`src/rtl/time_pkg.sv`:
```
// Shared constants, FSM state type and load-validation helper for the BCD time-of-day counter.
package time_pkg;

  localparam int unsigned SEC_T_MAX     = 5;
  localparam int unsigned MIN_T_MAX     = 5;
  localparam int unsigned HR_T_MAX      = 2;
  localparam int unsigned HR_U_MAX_AT_2 = 3;
  localparam int unsigned DIG_MAX       = 9;

  localparam int unsigned SEC_U_OFF = 0;
  localparam int unsigned SEC_T_OFF = 4;
  localparam int unsigned MIN_U_OFF = 8;
  localparam int unsigned MIN_T_OFF = 12;
  localparam int unsigned HR_U_OFF  = 16;
  localparam int unsigned HR_T_OFF  = 20;

  typedef enum logic [0:0] {PAUSE, RUN} state_e;

  function automatic logic time_legal(input logic [23:0] t);
    logic [3:0] su, st, mu, mt, hu, ht;
    logic       ok;
    su = t[SEC_U_OFF +: 4];
    st = t[SEC_T_OFF +: 4];
    mu = t[MIN_U_OFF +: 4];
    mt = t[MIN_T_OFF +: 4];
    hu = t[HR_U_OFF +: 4];
    ht = t[HR_T_OFF +: 4];
    ok = (su <= 4'(DIG_MAX)) && (mu <= 4'(DIG_MAX)) && (hu <= 4'(DIG_MAX)) &&
         (st <= 4'(SEC_T_MAX)) && (mt <= 4'(MIN_T_MAX)) && (ht <= 4'(HR_T_MAX));
    if (ht == 4'(HR_T_MAX) && hu > 4'(HR_U_MAX_AT_2)) begin
      ok = 1'b0;
    end
    return ok;
  endfunction

endpackage

```
`src/rtl/bcd_digit.sv`:
```
// Single BCD digit counter: load beats clear beats increment; wraps to 0 after Max.
module bcd_digit #(
  parameter int unsigned Max = 9
) (
  input  logic       clk_i,
  input  logic       rst_i,
  input  logic       inc_i,
  input  logic       clr_i,
  input  logic       load_i,
  input  logic [3:0] load_val_i,
  output logic [3:0] q_o,
  output logic       carry_o
);

  localparam logic [3:0] MaxVal = 4'(Max);

  logic [3:0] q_d, q_q;

  always_comb begin
    q_d = q_q;
    if (load_i) begin
      q_d = load_val_i;
    end else if (clr_i) begin
      q_d = 4'd0;
    end else if (inc_i) begin
      q_d = (q_q == MaxVal) ? 4'd0 : q_q + 4'd1;
    end
  end

  always_ff @(posedge clk_i or posedge rst_i) begin
    if (rst_i) begin
      q_q <= 4'd0;
    end else begin
      q_q <= q_d;
    end
  end

  assign q_o     = q_q;
  assign carry_o = inc_i && (q_q == MaxVal);

endmodule

```
`src/rtl/time_bcd_counter.sv`:
```
// 24-hour HH:MM:SS BCD clock driven by a 1 s divider, with run/pause and validated time load.
module time_bcd_counter
  import time_pkg::*;
#(
  parameter int unsigned TickDiv = 50_000_000
) (
  input  logic        clk_i,
  input  logic        rst_i,
  input  logic        run_i,
  input  logic        set_vld_i,
  input  logic [23:0] set_data_i,
  output logic [23:0] time_bcd_o,
  output logic        sec_pulse_o,
  output logic        day_pulse_o,
  output logic        set_err_o
);

  localparam int unsigned CntW    = $clog2(TickDiv);
  localparam logic [CntW-1:0] CntLast = CntW'(TickDiv - 1);

  state_e          state_d, state_q;
  logic [CntW-1:0] cnt_d, cnt_q;
  logic            sec_pulse_d, sec_pulse_q;
  logic            day_pulse_d, day_pulse_q;
  logic            set_err_d, set_err_q;
  logic            en, tick, load_ok, adv, hr_wrap;
  logic [3:0]      sec_u, sec_t, min_u, min_t, hr_u, hr_t;
  logic            sec_u_c, sec_t_c, min_u_c, min_t_c, hr_u_c, hr_t_c;

  always_comb begin
    state_d = state_q;
    unique case (state_q)
      PAUSE:   if (run_i) state_d = RUN;
      RUN:     if (!run_i) state_d = PAUSE;
      default: state_d = PAUSE;
    endcase
  end

  // The divider only moves once the registered state has caught up with run_i.
  assign en      = run_i && (state_q == RUN);
  assign tick    = en && (cnt_q == CntLast);
  assign load_ok = set_vld_i && time_legal(set_data_i);
  assign adv     = tick && !load_ok;
  assign hr_wrap = min_t_c && (hr_t == 4'(HR_T_MAX)) && (hr_u == 4'(HR_U_MAX_AT_2));

  always_comb begin
    cnt_d = cnt_q;
    if (load_ok || tick) begin
      cnt_d = '0;
    end else if (en) begin
      cnt_d = cnt_q + CntW'(1);
    end
    sec_pulse_d = adv;
    day_pulse_d = hr_wrap;
    set_err_d   = set_vld_i && !load_ok;
  end

  always_ff @(posedge clk_i or posedge rst_i) begin
    if (rst_i) begin
      state_q     <= PAUSE;
      cnt_q       <= '0;
      sec_pulse_q <= 1'b0;
      day_pulse_q <= 1'b0;
      set_err_q   <= 1'b0;
    end else begin
      state_q     <= state_d;
      cnt_q       <= cnt_d;
      sec_pulse_q <= sec_pulse_d;
      day_pulse_q <= day_pulse_d;
      set_err_q   <= set_err_d;
    end
  end

  bcd_digit #(.Max(DIG_MAX)) u_sec_u (
    .clk_i(clk_i), .rst_i(rst_i), .inc_i(adv), .clr_i(1'b0), .load_i(load_ok),
    .load_val_i(set_data_i[SEC_U_OFF +: 4]), .q_o(sec_u), .carry_o(sec_u_c)
  );
  bcd_digit #(.Max(SEC_T_MAX)) u_sec_t (
    .clk_i(clk_i), .rst_i(rst_i), .inc_i(sec_u_c), .clr_i(1'b0), .load_i(load_ok),
    .load_val_i(set_data_i[SEC_T_OFF +: 4]), .q_o(sec_t), .carry_o(sec_t_c)
  );
  bcd_digit #(.Max(DIG_MAX)) u_min_u (
    .clk_i(clk_i), .rst_i(rst_i), .inc_i(sec_t_c), .clr_i(1'b0), .load_i(load_ok),
    .load_val_i(set_data_i[MIN_U_OFF +: 4]), .q_o(min_u), .carry_o(min_u_c)
  );
  bcd_digit #(.Max(MIN_T_MAX)) u_min_t (
    .clk_i(clk_i), .rst_i(rst_i), .inc_i(min_u_c), .clr_i(1'b0), .load_i(load_ok),
    .load_val_i(set_data_i[MIN_T_OFF +: 4]), .q_o(min_t), .carry_o(min_t_c)
  );
  bcd_digit #(.Max(DIG_MAX)) u_hr_u (
    .clk_i(clk_i), .rst_i(rst_i), .inc_i(min_t_c), .clr_i(hr_wrap), .load_i(load_ok),
    .load_val_i(set_data_i[HR_U_OFF +: 4]), .q_o(hr_u), .carry_o(hr_u_c)
  );
  // Hour tens never carries from legal state; clearing on it keeps the pair sane regardless.
  bcd_digit #(.Max(HR_T_MAX)) u_hr_t (
    .clk_i(clk_i), .rst_i(rst_i), .inc_i(hr_u_c), .clr_i(hr_wrap || hr_t_c), .load_i(load_ok),
    .load_val_i(set_data_i[HR_T_OFF +: 4]), .q_o(hr_t), .carry_o(hr_t_c)
  );

  assign time_bcd_o  = {hr_t, hr_u, min_t, min_u, sec_t, sec_u};
  assign sec_pulse_o = sec_pulse_q;
  assign day_pulse_o = day_pulse_q;
  assign set_err_o   = set_err_q;

endmodule

```
`config.mk`:
```
export PLATFORM = sky130hd
export DESIGN_NAME = time_bcd_counter
export DESIGN_NICKNAME = d
export VERILOG_FILES = /design/src/rtl/time_pkg.sv /design/src/rtl/bcd_digit.sv /design/src/rtl/time_bcd_counter.sv
export SDC_FILE = /design/constraint.sdc
export NUM_CORES = 1
export LEC_CHECK = 0
export BUFFER_PORTS_ARGS = -buffer_cell sky130_fd_sc_hd__clkbuf_2
export CORE_MARGIN = 8
export CORE_UTILIZATION = 61
export CTS_CLUSTER_SIZE = 24
export DETAILED_ROUTE_END_ITERATION = 8
export PLACE_DENSITY = 0.85
export SLEW_MARGIN = 15
export SYNTH_ARGS = -nofsm -noshare
export SYNTH_HDL_FRONTEND = slang
export SYNTH_SLANG_ARGS = --single-unit
export TNS_END_PERCENT = 20
```
`constraint.sdc`:
```
create_clock -name clk_i -period 3.38 [get_ports clk_i]
set_input_delay 0.676 -clock clk_i [delete_from_list [all_inputs] [get_ports clk_i]]
set_output_delay 0.676 -clock clk_i [all_outputs]
set_load 0.02 [all_outputs]
```
==> run_results.csv <==
group,metric,value,unit
outcome,status,"finished, final reports clean",
die,die_area,0.00800,mm2
worst_hold_path,hold_path.class,"in2async",
power_and_ir_drop,power.density,384,mW/mm2
timing,max_slew_margin,56.3,%
power_and_ir_drop,p_comb_share,15.8,%
die,num_rows,26,
critical_path,slowest_stage,"or2_0",
clock_network,ctsHtreeMaxLevel,2,
critical_path,crit_chain,"ha_1 > and4bb_2 > nand4_4 > or2_0 > o31ai_1 > a31oi_1",
die,die_x,89.4,um
power_and_ir_drop,clock_power_share,29.4,%
critical_path,cp-end-kind,"register",
finish,drive_above_1_share,22.6,%
clock_network,clkLatencyLatePin,0.31,ns
flow_run,drv_cap,0,
finish,fin_cells,472,
timing,final-hold-violation-count,0,
power_and_ir_drop,intPower,1.00,mW
timing,slew_violations,0,
synthesis,yosysWarningCount,0,
die,start_util,63.6,%
finish,n_antenna_cell,0,
clock_network,cts_buffer_depth,2,
grt,gr-total-overflow,0,
power_and_ir_drop,leakage,1.66,nW
synthesis,yosysSeqAreaShare,41.1,%
finish,num-fill-cells,402,
timing,fin_crit,2.36,ns
clock_network,root_buffer,"clkbuf_8",
place,dpl.hpwl,5.69,mm
clock_network,cts_inserted_buffers,5,
clock_network,cts_resized,0,
timing,period_share,69.7,%
route,ant_nets,0,
critical_path,slowest_delay,0.55,ns
critical_path,reg2reg_slack,1.02,ns
synthesis,synthesis.nets,383,
power_and_ir_drop,swShare,29.4,%
place,gp_congestion,0.852,
place,placed_area,0.00359,mm2
timing,tightestPinTransition,0.656,ns
timing,max_clock_freq,424,MHz
place,place_inst,464,
synthesis,synth-async-reset-ratio,100,%
die,ioPinCount,55,
route,firstDrtPassIters,4,
clock_network,clkSlewWorstSetupHoldPaths,0.10,ns
critical_path,start_kind,"register",
die,core_area,0.00517,mm2
die,die_h,89.4,um
power_and_ir_drop,switching_power,417,uW
finish,syn_to_final_growth,12.4,%
grt,antenna_found_initial,0,
synthesis,synth_cells,350,
critical_path,crit_required,3.58,ns
finish,nets,434,
grt,grt_use_total,20.8,%
critical_path,crit_type,"reg2reg",
grt,grt_pass1_vias,2849,
route,num_vias,2795,
route,drt-initial-drc-count,111,
timing,setup_violations,0,
power_and_ir_drop,seqPwrFrac,54.8,%
place,portBuffers,54,
finish,multiInputGateArea,0.00180,mm2
grt,grt_pass1_wl,13.1,mm
critical_path,worst-path-max-fanout,15,
synthesis,synth_edf_count,0,
grt,grt_start_max_net_pins,36,
clock_network,cts_tree,"done",
route,viasPerCell,5.92,
finish,ff_latch_area,0.00135,mm2
synthesis,synth_seq_cells,54,
power_and_ir_drop,ir_drop,0.381,mV
synthesis,syn_avg_cell_area,9.40,um2
finish,final_area,0.00370,mm2
timing,finClkSkew,0.0128,ns
timing,final.setup.tns,0,ns
route,wire_per_inst,16.3,um
synthesis,syn_area,0.00329,mm2
timing,grt_setup_unrepaired,"no",
clock_network,cts_sinks,54,
critical_path,cp_data_arrival_time,2.55,ns
synthesis,synthFlopType,"dfrtp_1",
clock_network,holdBufCountCts,0,
clock_network,cts_setup_buffers,0,
route,drt_wl_total,7.72,mm
route,drc,0,
synthesis,ys_types,54,
==> flip-flops by register name, summed over array words and instances, names as in the netlist <==
name         flops
sec_pulse_o      1
u_hr_u.q_o       4
u_sec_t.q_o      4
u_sec_u.q_o      4
day_pulse_o      1
u_hr_t.q_o       4
set_err_o        1
u_min_u.q_o      4
state_q          1
cnt_q           26
u_min_t.q_o      4
==> power groups by stage <==
stage	Clock, mW	Sequential [mW]	Combinational [mW]
after floorplan	0	0.799	0.125
after global placement	0	0.785	0.217
after detailed placement	0	0.790	0.226
after CTS	0.422	0.778	0.227
after global routing	0.442	0.792	0.252
final	0.417	0.779	0.225
==> final timing paths <==
kind,from,to,cells past startpoint
setup / recovery,cnt_q[0],u_sec_t.q_o[2],6
hold / removal,rst_i,u_sec_t.q_o[3],2
setup reg to reg,cnt_q[0],u_sec_t.q_o[2],6
hold reg to reg,cnt_q[25],cnt_q[25],2
max in group asynchronous,rst_i,cnt_q[22],3
min in group clk_i,run_i,state_q,1
==> cells in the mapped netlist (2+ instances only) <==
library cell	instances	area share, %
inv_1	13	1.5
a21o_1	2	0.46
nor3_4	2	0.99
nand4b_1	2	0.53
nor4_1	7	1.3
a31o_2	2	0.53
nor3b_1	2	0.46
o21a_1	2	0.46
and4bb_2	5	1.9
nand2_1	35	4.0
ha_1	5	1.9
buf_2	5	0.76
nand3_1	15	2.3
buf_4	2	0.46
nand4_1	10	1.9
nor2b_1	2	0.38
nand3b_1	3	0.68
nand4_4	3	1.9
xnor2_1	21	5.6
o21ai_0	14	2.1
and3_1	2	0.38
a21oi_1	7	1.1
nor4_2	2	0.76
mux2i_1	9	2.7
buf_6	3	1.0
o21ai_1	7	1.1
clkbuf_1	4	0.46
nor2_1	48	5.5
a31oi_1	5	0.95
dfrtp_1	54	41
a21bo_2	2	0.61
nor4_4	2	1.3
nor3_1	14	2.1
o31ai_1	5	1.1
and4_1	5	1.3
xor2_1	11	2.9
==> per-stage QoR <==
stage                     utilization, %  hold slack, ns  power, mW  setup slack (ns)
after detailed placement            69.4           0.536       1.02             0.843
after floorplan                        -           0.503      0.924              1.19
after global routing                71.5           0.476       1.49             0.843
after CTS                           71.5           0.440       1.43              1.03
after global placement              69.4           0.527       1.00             0.896
final                               71.5           0.420       1.42              1.02
==> kinds of logic (layout without fill, tap and decap cells) <==
family                     count (synthesis)  in the layout  synth area share [%]
muxes                                      9              9                  2.74
adders and majority gates                  5              5                  1.90
and+or+nand+nor                          171            171                  31.4
AOI/OAI and AO/OA                         52             52                  10.2
buffers and inverters                     27             79                  4.18
DFF                                       54             54                  41.1
xor gates and xnor gates                  32             32                  8.52
==> layout by cell type, fill, tap and decap left out, types with 7 or more instances in the layout <==
master and count:
nor3_1 14, dfrtp_1 54, clkbuf_8 8, nand2_1 35
xor2_1 11, xnor2_1 21, nor4_1 7, inv_1 12
nand3_1 15, clkbuf_2 54, nand4_1 10, nor2_1 48
o21ai_0 14, o21ai_1 7, a21oi_1 7, mux2i_1 9
==> final cells by class <==
cell class	count	share of cell area, %
Clock buffer	8	2.98
Inverter	13	1.32
Multi-Input combinational cell	269	48.7
Sequential cell	54	36.5
Tap cell	70	2.37
Timing Repair Buffer	58	8.12
==> routing by layer <==
metal | vias to the layer above | part of all wire (%) | GRT usage [%]
li1 | 1346 | - | -
met1 | 1362 | 41 | 24.1
met2 | 76 | 52 | 37.2
met3 | 11 | 5.4 | 3.58
met4 | 0 | 1.4 | 7.40
met5 | - | 0 | 0
==> critical path: cells and delay by family, from the launching register on <==
family / cells / cell delay, ns
DFF: 1 / 0.44
adders and majority gates: 1 / 0.23
and+or+nand+nor: 3 / 1.08
AOI/OAI and AO/OA: 2 / 0.48
Note: power is estimated with default switching activity, not from simulation.
